<file path="src/rtl/poly_osc_engine.sv">
// Harmonic oscillator bank: VOICES phase accumulators share one sine LUT.
// Each sample period it sums the enabled voices and passes one word to the DAC SPI block.
module poly_osc_engine #(
  parameter int          VOICES          = 2,
  parameter int          PHASE_MOD       = 44000,
  parameter int          PHASE_W         = 16,
  parameter int          SAMPLE_INTERVAL = 1910,
  parameter int          LUT_ADDR_W      = 11,
  parameter int          LUT_SHIFT       = 5,
  parameter int          LUT_DATA_W      = 16,
  parameter int          LUT_LATENCY     = 2,
  parameter logic [7:0]  DAC_CMD         = 8'h31
) (
  input  logic                    clock,
  input  logic                    rstn,
  input  logic [PHASE_W-1:0]      frequency,
  input  logic [VOICES-1:0]       voice_enable,
  output logic [LUT_ADDR_W-1:0]   lut_addr,
  input  logic [LUT_DATA_W-1:0]   lut_value,
  input  logic                    dac_busy,
  output logic [LUT_DATA_W+7:0]   dac_word,
  output logic                    dac_send,
  output logic [LUT_DATA_W-1:0]   sample_out,
  output logic                    overrun,
  input  logic                    overrun_clr
);

  localparam int SUM_SH = $clog2(VOICES);
  localparam int SUM_W  = LUT_DATA_W + SUM_SH;
  localparam int K_W    = (VOICES > 1) ? $clog2(VOICES) : 1;
  localparam int TMR_W  = $clog2(SAMPLE_INTERVAL);
  localparam int WAIT_W = $clog2(LUT_LATENCY + 1);
  localparam logic [PHASE_W:0]   MOD_X  = (PHASE_W+1)'(PHASE_MOD);
  localparam logic [PHASE_W-1:0] MOD_M1 = PHASE_W'(PHASE_MOD - 1);

  if (VOICES < 1 || VOICES > 8) begin : g_bad_voices
    $error("poly_osc_engine: VOICES must be in 1..8");
  end
  if (VOICES * (LUT_LATENCY + 2) + 3 >= SAMPLE_INTERVAL) begin : g_bad_timing
    $error("poly_osc_engine: frame does not fit in SAMPLE_INTERVAL");
  end

  typedef enum logic [2:0] {S_IDLE, S_ADDR, S_WAIT, S_ACC, S_OUT, S_PEND} state_t;

  // Both operands are below PHASE_MOD, so a single conditional subtraction wraps the sum.
  function automatic logic [PHASE_W-1:0] mod_add(input logic [PHASE_W-1:0] a,
                                                 input logic [PHASE_W-1:0] b);
    logic [PHASE_W:0] s;
    s = {1'b0, a} + {1'b0, b};
    if (s >= MOD_X) s = s - MOD_X;
    return s[PHASE_W-1:0];
  endfunction

  function automatic logic [PHASE_W-1:0] clamp_freq(input logic [PHASE_W-1:0] f);
    return ({1'b0, f} >= MOD_X) ? MOD_M1 : f;
  endfunction

  state_t                r_state, w_state_nxt;
  logic [TMR_W-1:0]      r_timer;
  logic [WAIT_W-1:0]     r_wait;
  logic [K_W-1:0]        r_k;
  logic [PHASE_W-1:0]    r_phase [VOICES];
  logic [PHASE_W-1:0]    r_freq;
  logic [PHASE_W-1:0]    r_inc;
  logic [SUM_W-1:0]      r_acc;
  logic [LUT_ADDR_W-1:0] r_lut_addr;
  logic [LUT_DATA_W+7:0] r_dac_word;
  logic                  r_send;
  logic [LUT_DATA_W-1:0] r_sample;
  logic                  r_overrun;

  logic                  w_tick;
  logic                  w_last;
  logic                  w_send;
  logic                  w_ovr_set;
  logic [LUT_DATA_W-1:0] w_sample;

  assign w_tick   = (r_timer == '0);
  assign w_last   = (r_k == K_W'(VOICES - 1));
  assign w_sample = LUT_DATA_W'(r_acc >> SUM_SH);

  always_ff @(posedge clock or negedge rstn) begin
    if (!rstn) r_state <= S_IDLE;
    else       r_state <= w_state_nxt;
  end

  // A tick always starts a new frame; a sample still pending at that point is dropped.
  always_comb begin
    w_state_nxt = r_state;
    w_send      = 1'b0;
    w_ovr_set   = 1'b0;
    if (w_tick) begin
      w_state_nxt = S_ADDR;
      w_ovr_set   = (r_state == S_PEND);
    end else begin
      case (r_state)
        S_IDLE: w_state_nxt = S_IDLE;
        S_ADDR: w_state_nxt = S_WAIT;
        S_WAIT: if (r_wait == WAIT_W'(LUT_LATENCY - 1)) w_state_nxt = S_ACC;
        S_ACC:  w_state_nxt = w_last ? S_OUT : S_ADDR;
        S_OUT, S_PEND: begin
          if (dac_busy) begin
            w_state_nxt = S_PEND;
          end else begin
            w_state_nxt = S_IDLE;
            w_send      = 1'b1;
          end
        end
        default: w_state_nxt = S_IDLE;
      endcase
    end
  end

  always_ff @(posedge clock or negedge rstn) begin
    if (!rstn) begin
      r_timer    <= '0;
      r_wait     <= '0;
      r_k        <= '0;
      r_freq     <= '0;
      r_inc      <= '0;
      r_acc      <= '0;
      r_lut_addr <= '0;
      r_dac_word <= '0;
      r_send     <= 1'b0;
      r_sample   <= '0;
      r_overrun  <= 1'b0;
      for (int i = 0; i < VOICES; i++) r_phase[i] <= '0;
    end else begin
      r_timer <= (r_timer == TMR_W'(SAMPLE_INTERVAL - 1)) ? '0 : r_timer + TMR_W'(1);
      r_send  <= w_send;
      // The accumulator is frozen after OUT, so w_sample is still valid while pending.
      if (w_send) r_dac_word <= {DAC_CMD, w_sample};
      if (w_ovr_set)        r_overrun <= 1'b1;
      else if (overrun_clr) r_overrun <= 1'b0;
      if (w_tick) begin
        r_freq <= clamp_freq(frequency);
        r_inc  <= clamp_freq(frequency);
        r_acc  <= '0;
        r_k    <= '0;
      end else begin
        case (r_state)
          S_ADDR: begin
            r_lut_addr   <= LUT_ADDR_W'(r_phase[r_k] >> LUT_SHIFT);
            r_phase[r_k] <= mod_add(r_phase[r_k], r_inc);
            r_wait       <= '0;
          end
          S_WAIT: r_wait <= r_wait + WAIT_W'(1);
          S_ACC: begin
            r_acc <= r_acc + (voice_enable[r_k] ? SUM_W'(lut_value) : '0);
            r_inc <= mod_add(r_inc, r_freq);
            if (!w_last) r_k <= r_k + K_W'(1);
          end
          S_OUT:   r_sample <= w_sample;
          default: ;
        endcase
      end
    end
  end

  assign lut_addr   = r_lut_addr;
  assign dac_word   = r_dac_word;
  assign dac_send   = r_send;
  assign sample_out = r_sample;
  assign overrun    = r_overrun;

endmodule
</file>
<file path="config.mk">
export PLATFORM = sky130hd
export DESIGN_NAME = poly_osc_engine
export DESIGN_NICKNAME = d
export VERILOG_FILES = /design/src/rtl/poly_osc_engine.sv
export SDC_FILE = /design/constraint.sdc
export NUM_CORES = 1
export LEC_CHECK = 0
export CAP_MARGIN = 25
export CORE_MARGIN = 2
export CORE_UTILIZATION = 60
export DETAILED_ROUTE_END_ITERATION = 8
export HOLD_SLACK_MARGIN = 0.02
export PLACE_DENSITY_LB_ADDON = 0.2
export SLEW_MARGIN = 30
export SYNTH_ARGS = -nofsm -noshare
export SYNTH_HDL_FRONTEND = slang
export SYNTH_SLANG_ARGS = --single-unit
</file>
<file path="constraint.sdc">
create_clock -name clock -period 6.95 [get_ports clock]
set_input_delay 1.7375 -clock clock [delete_from_list [all_inputs] [get_ports clock]]
set_output_delay 1.7375 -clock clock [all_outputs]
set_load 0.005 [all_outputs]
</file>
Word-level counts from Yosys, hierarchy flattened
Index checks and enable logic that the tools add are counted.
Storage, ports and cells
  flip-flop bits (word level): 144
  bits in latches: 0
  memory bits (writable): 0
  bits in read-only memories: 0
  input port bits: 38
  output and inout bits: 53
  logic and storage cells: 81
  memories: 0
Cells by class
  add/sub/neg operators: 8
  $mul: 0
  divide/modulo/power cells: 0
  magnitude comparators: 6
  eq/ne operators: 8
  shift-type cells: 0
  multiplexer cells: 34
  bitwise logic cells: 2
  reductions and logical operators: 9
Operators with widths (count)
  $mux 16: 12
  $add 16x16->17: 2
  $ge 17x16->1 const B: 2
  $mux 17: 2
  $bwmux 32: 1
  $sub 16x16->16 const B: 2
  $add 17x16->17: 1
  $demux 16 s1: 1
  $ge 16x16->1 const B: 1
  $mux 3: 4
  $pmux 3 s4: 1
  $add 11x1->11 const B: 1
  $eq 11x11->1 const B: 1
  $logic_not 11->1: 1
  $mux 1: 11
  $mux 11: 1
  $eq 3x2->1 const B: 2
  $eq 3x3->1 const B: 2
  $reduce_and 2->1: 3
  $reduce_bool 2->1: 3
  $pmux 2 s2: 1
  $eq 3x1->1 const B: 1
  $ne 3x3->1 const B: 1
  $add 2x1->2 const B: 1
  9 further kinds: 9

Longest topological paths before layout
Gate-level depths: netlist of run 1.
  depth in word-level cells: 10
  gate-level depth with buffers: 15
  gate-level depth less buffers: 14

Least setup slack after synthesis of run 1
Ideal clock, no wire load.
  kind: flip-flop to flip-flop
  start point: reg r_k
  end point: reg r_phase[5] (netlist name)
  library setup time: 125 ps
  arrival time: 4167 ps
  data required time: 6825 ps
  slack: 2658 ps
  cell stages (with the launch flop): 15
  buffers on the path: 2
  clock period less this slack: 4292 ps
  path through: dfrtp_1 > clkbuf_1 > clkbuf_1 > mux2_2 > ha_1 > fa_1 > a211oi_1 > o211ai_1 > a21oi_1 > o31ai_1 > a31o_2 > nor3_1 > a21oi_1 > xor2_1 > mux2_2
On the way
  longest elaborated chain between the ends: 10
  elaborated cells on any way between the ends: 16
  those cells by class: 2 x add/sub; 3 x order compare; 9 x mux; 1 x bitwise; 1 x reduce/logical
RTL lines
  start, declared: RTL line 61  | logic [K_W-1:0] r_k;
  start signal, assigned: RTL line 151  | if (!w_last) r_k <= r_k + K_W'(1);
  $not 1->2 (not written as such) *: RTL line 144  | r_phase[r_k] <= mod_add(r_phase[r_k], r_inc);
  $mux 16 (not written as such) (3 in a row): RTL line 144
  $add 16x16->17: RTL line 49  | s = {1'b0, a} + {1'b0, b};
  $sub 16x16->16 or $ge 17x16->1 (tied branches): RTL line 50  | if (s >= MOD_X) s = s - MOD_X;
  $mux 16: RTL line 50
  $mux 16: RTL line 141  | case (r_state)
  $mux 16: RTL line 135  | if (w_tick) begin
  $bwmux 32 *: RTL line 144
  end signal, assigned by index: RTL line 144
  end, declared: RTL line 62  | logic [PHASE_W-1:0] r_phase [VOICES];
Every way passes the cells marked *; elsewhere a longest branch is shown, timed or not. The select of a mux whose other input is x is not followed.
A chain may end at the register's enable or synchronous reset.

Worst setup path in the final report of run 1
  start point: reg r_k
  end point: reg r_phase[21] (netlist name)
The elaborated chain is that of the path after synthesis.

==> run metrics, run 1 <==
Mapped Cells 992; drt drc 0; critical path launch point type flop; DRT Pass-1 Iters 5; Starting DRT DRC Count 572; initial core utilization 61.0%; Seq/Total Area, Yosys 39.0%; CTS max path bufs 2; Max Freq 0.214 GHz; P per Cell Area 558 nW/µm²; placed instance area 10200 µm²; first-pass GRT wire length 38000 µm; Post-synth top cells dfrtp_1, nand2_1, nor2_1, mux2_2, o21ai_0; largest net degree at the start of global routing 75; Vias 7700; Final Hold Viols 0; Mapped Area 9250 µm²; DRT antenna net count 0; fin. max-slew vios 0; post-cts sizing count 0; grt ovf 0; initial antenna violation count 0; Final Util 71.7%; Setup crit end kind flop; cts hold-fix bufs 0; Final Cell Area 10900 µm²; Max-Cap Viols 0; Static Leak 4.75 nW; number of distinct library cells after synthesis 79; width of the chip 128 µm; leading area contributor after synthesis dfrtp_1; H-tree depth reported by CTS 4; WP data required 7260 ps; DR WL/cell 18.2 µm; row count 45; Clock transition at path regs 60 ps; crit path from r_k; routability cong. 0.981; Ports 91; post-route setup TNS 0 ps; post-route minimum period 4670 ps; crit-path max FO 24; clk sink count 144; postcts setup bufs 0; fin crit share 67.2%; status complete, no violations; reg2reg end r_phase[21]; HP Class flop to flop; Via density 6.10; buffers added on ports 85; Core Region 15100 µm²; # nets final 1157; Yosys warning count 0; CTS Buf Count 17; share of cells above drive strength 1 12.3%; largest cells by area after synthesis dfrtp_1, mux2_2, ha_1, nand2_1, nor2_1; GR Util All Layers 29.3%; Antenna Cells 0; DRT Wirelength 23000 µm; worst r2r src r_k; critical path arrival 4980 ps; final setup violation count 0; Peak VDD IR 0.328 mV; worst-margin pin slew 871 ps; clk_skew 10.6 ps; vias in the first global route 7486; area grow syn2layout 17.4%; RSZ-0062 raised after global routing false; Clk Latency, worst-skew pair 430 ps; crit path kind flop to flop; clk root buf clkbuf_16; Fill cells 1127; Seq cells post-synth 144; number of synthesized flops with an enable pin 0; most common cell in the netlist dfrtp_1; Hold Path Stages 2; HPWL Detailed 16300 µm; Setup crit end r_phase[21]; Synth top area share 39.0%; Die Area 16400 µm²; max_slew headroom 42.0%; Die Ht 128 µm; Worst Reg-to-Reg Cells 13; CTS tree done; Avg Cell Area, Syn 9.32 µm²; r2r setup slk 2280 ps; asr flop ratio synth 100%; Synth Flop Type dfrtp_1
==> state kept, by name, indices dropped and copies added (netlist names), 2 cells and up <==
signal	flops
sample_out	16
dac_word	17
r_inc	16
r_state	3
r_wait	2
r_timer	11
r_phase	32
r_freq	16
lut_addr	11
r_acc	17
==> how the worst min path moves through the flow <==
stage | start | endpoint | slack [ps]
after floorplan | r_phase[16] | r_phase[16] | 440
after global placement | r_phase[7] | r_phase[7] | 460
after detailed placement | r_phase[25] | r_phase[25] | 470
after CTS | r_phase[25] | r_phase[25] | 480
after global routing | r_phase[16] | r_phase[16] | 500
final | r_phase[25] | r_phase[25] | 470
==> logic make-up (layout without fill, tap and decap cells) <==
logic type	after synthesis	in the layout	share of synthesized area, %
flops	144	144	39.0
xor+xnor	43	43	4.07
mux	78	78	9.37
other cells	1	5	0.0406
simple gates	359	359	18.9
fa+ha+maj	57	57	7.96
compound gates	238	238	17.5
buf+inv	72	151	3.25
==> worst max-delay path, cell delays in order, from the launching register on <==
cell and delay, ps:
dfrtp_1 320, buf_4 300, mux2_2 380, ha_1 220, fa_1 410, a211oi_1 550, o211ai_1 220, a21oi_1 280
o31ai_1 150, a31o_2 320, nor3_1 680, a21oi_1 220, xor2_1 210, mux2_2 280
==> through the flow <==
step / worst slack (ps) / power [mW] / hold WS [ps] / cells
floorplan: 2660 / 4.07 / 442 / 996
global placement: 2170 / 4.97 / 458 / 1230
detailed placement: 2090 / 5.02 / 466 / 1230
CTS: 2320 / 6.01 / 479 / 1262
global route: 1970 / 6.55 / 504 / 1263
finish: 2280 / 6.06 / 474 / 1263
==> per-layer routing <==
layer | GRT usage (%) | up-vias | wire (µm)
li1 | - | 3760 | -
met1 | 40.9 | 3689 | 10500
met2 | 45.2 | 209 | 10600
met3 | 7.93 | 42 | 1510
met4 | 8.14 | 0 | 439
met5 | 0 | - | 0
==> layout make-up <==
type                    count  area (µm²)  share of cell area [%]
repair buffers             95         947                    8.73
flip-flops and latches    144        3600                    33.2
multi-input cells         780        5370                    49.5
inverters                  24        90.1                   0.830
clock inverters            13         160                    1.48
well taps                 188         235                    2.17
clock buffers              19         443                    4.08
==> placed cells by master, fill, tap and decap left out, types with 8 or more instances in the layout <==
| cell | instances |
|---|---|
| a211oi_1 | 14 |
| a21o_1 | 14 |
| a21oi_1 | 48 |
| a31oi_1 | 11 |
| and3_1 | 16 |
| buf_4 | 9 |
| clkbuf_16 | 17 |
| clkdlybuf4s50_1 | 84 |
| dfrtp_1 | 144 |
| ha_1 | 54 |
| inv_1 | 24 |
| mux2_2 | 68 |
| mux2i_1 | 10 |
| nand2_1 | 106 |
| nand2b_1 | 8 |
| nand3_1 | 30 |
| nand4_1 | 8 |
| nor2_1 | 87 |
| nor2b_1 | 25 |
| nor3_1 | 24 |
| nor4_1 | 9 |
| o21ai_0 | 57 |
| o31ai_1 | 9 |
| or3_1 | 9 |
| xnor2_1 | 30 |
| xor2_1 | 13 |
==> where the power goes <==
part           internal [mW]  leakage [nW]  switching, mW
Combinational           1.64          2.72           2.08
Clock                  0.574         0.293          0.364
Sequential              1.14          1.74          0.261
No activity file was read; power rests on OpenSTA's default activity.
==> run 2, diff against run 1 <==
- CORE_UTILIZATION: 60 -> 53
- clock period: 6.95 -> 4.25 ns (I/O delays scaled with it)
==> run metrics, run 2 (synthesis results as in run 1) <==
status complete, no violations; GR Util All Layers 25.9%; Antenna Cells 0; Core Region 17200 µm²; Tot Pwr 9.95 mW; Top delay family on crit path compound AO/OA/AOI/OAI gates; Starting DRT DRC Count 411; sequential share of power 22.7%; grt met2 use 44.5%; commonest non-fill, non-tap cell in the layout dfrtp_1; CP max-delay cell fa_1; DR WL/cell 17.4 µm; critical path arrival 4340 ps; clk root buf clkbuf_16; CTS max path bufs 2; crit path kind flop to flop; buffers added on ports 85; # nets final 1161; share of cells above drive strength 1 12.8%; post-cts sizing count 0; Max-Cap Viols 0; setup ws final 226 ps; Clock power frac 14.7%; CP dominant cell by count a211o_1; CTS Buf Count 17; H-tree depth reported by CTS 4; Largest register FFs 32; Die Ht 136 µm; Final Cell Area 11000 µm²; Static Leak 4.77 nW; Final Hold Viols 0; Switch Pwr 4.48 mW; clk_skew 14.0 ps; M1 GR Usage 32.1%; fin crit share 94.7%; WP data required 4560 ps; Fill cells 1444; fin. max-slew vios 0; Ports 91; initial antenna violation count 0; HP Class flop to flop; GRT Max-Usage Layer met2; grt ovf 0; CTS tree done; Via density 5.89; clk sink count 144; Most flops, register r_phase; P per Cell Area 908 nW/µm²; max_slew headroom 43.7%; Crit path largest cell delay 430 ps; post-route setup TNS 0 ps; Peak VDD IR 0.531 mV; Clk Latency, worst-skew pair 430 ps; routability cong. 0.899; largest net degree at the start of global routing 92; grt met3 use 5.48%; cts hold-fix bufs 0; HPWL Detailed 16400 µm; Setup crit end kind flop; Placement Setup Slack 160 ps; first-pass GRT wire length 37800 µm; row count 48; postcts setup bufs 0; Comb pwr share 62.5%; width of the chip 136 µm; Die Area 18500 µm²; post-route minimum period 4020 ps; drt drc 0; WP buf/inv 0; internal power 5.47 mW; area grow syn2layout 18.6%; DRT Pass-1 Iters 5; Switching Fraction 45.0%; CP Cell Sequence ha_1, fa_1, a211o_1, a311o_1, a2111oi_4, o31ai_2, a31o_1, nor4_4, a211o_1, nor4_1, or3_1; critical path launch point type flop; Clock transition at path regs 70 ps; most frequent cells in the layout dfrtp_1, nand2_1, nor2_1, clkdlybuf4s50_1, mux2_2; worst-margin pin slew 844 ps; placed instance area 10300 µm²; RSZ-0062 raised after global routing false; Max Freq 0.249 GHz; crit-path max FO 9; DRT antenna net count 0; initial core utilization 53.8%; Vias 7675; DRT Wirelength 22600 µm; vias in the first global route 7628; final setup violation count 0
-- run 2: changes by cell type in the layout (fill, tap and decap cells not counted), sizes merged --
cell,previous run,this run
clkinvlp,2,4
bufinv,3,1
buf,11,15
inv,26,30
clkbuf,19,18
clkinv,6,3
-- run 2: power groups by stage --
stage               logic (mW)  registers, mW  clock network [mW]
detailed placement        6.08           2.28                   0
CTS                       6.13           2.26                1.49
floorplan                 4.52           2.15                   0
finish                    6.22           2.26                1.47
global placement          6.01           2.26                   0
global route              6.94           2.32                1.56
-- run 2: metrics by stage --
stage	instances	hold WS [ps]	utilization (%)
4_1_cts	1303	481	63.5
5_1_grt	1304	498	63.8
3_3_place_gp	1271	457	60.1
3_5_place_dp	1271	459	60.1
6_report	1304	476	63.8
2_1_floorplan	996	442	-
-- run 2: final cells by class --
class / count / area (µm²) / area share (%)
multi-input combinational: 780 / 5410 / 49.3
sequential: 144 / 3600 / 32.9
timing repair buffer: 99 / 1000 / 9.14
clock buffer: 18 / 429 / 3.92
tap: 225 / 282 / 2.57
clock inverter: 14 / 149 / 1.36
inverter: 24 / 90.1 / 0.822
-- run 2: path summary, 6_finish.rpt --
path	startpoint	end	slack, ps	cells after the start
max	r_inc[0]	r_inc[11]	230	11
min	r_phase[10]	r_phase[10]	480	2
max reg2reg	r_inc[0]	r_inc[11]	230	11
min reg2reg	r_phase[10]	r_phase[10]	480	2
max in group asynchronous	rstn	sample_out[3]	3110	2
min in group asynchronous	rstn	r_freq[13]	520	1
-- run 2: worst register-to-register path: stages, from the launching register on --
cell and delay, ps:
dfrtp_1 420, ha_1 240, fa_1 430, a211o_1 350
a311o_1 410, a2111oi_4 380, o31ai_2 180, a31o_1 300
nor4_4 390, a211o_1 350, nor4_1 80, or3_1 380
-- run 2: metal layers --
metal / vias up / share of wire (%)
li1: 3751 / -
met1: 3690 / 44
met2: 195 / 48
met3: 39 / 5.2
met4: 0 / 2.4
met5: - / 0
==> run 3, diff against run 2 <==
- TNS_END_PERCENT: default -> 20
==> results of run 3 <==
Same layout as run 2: the final DEF is identical, and so are final timing and power.
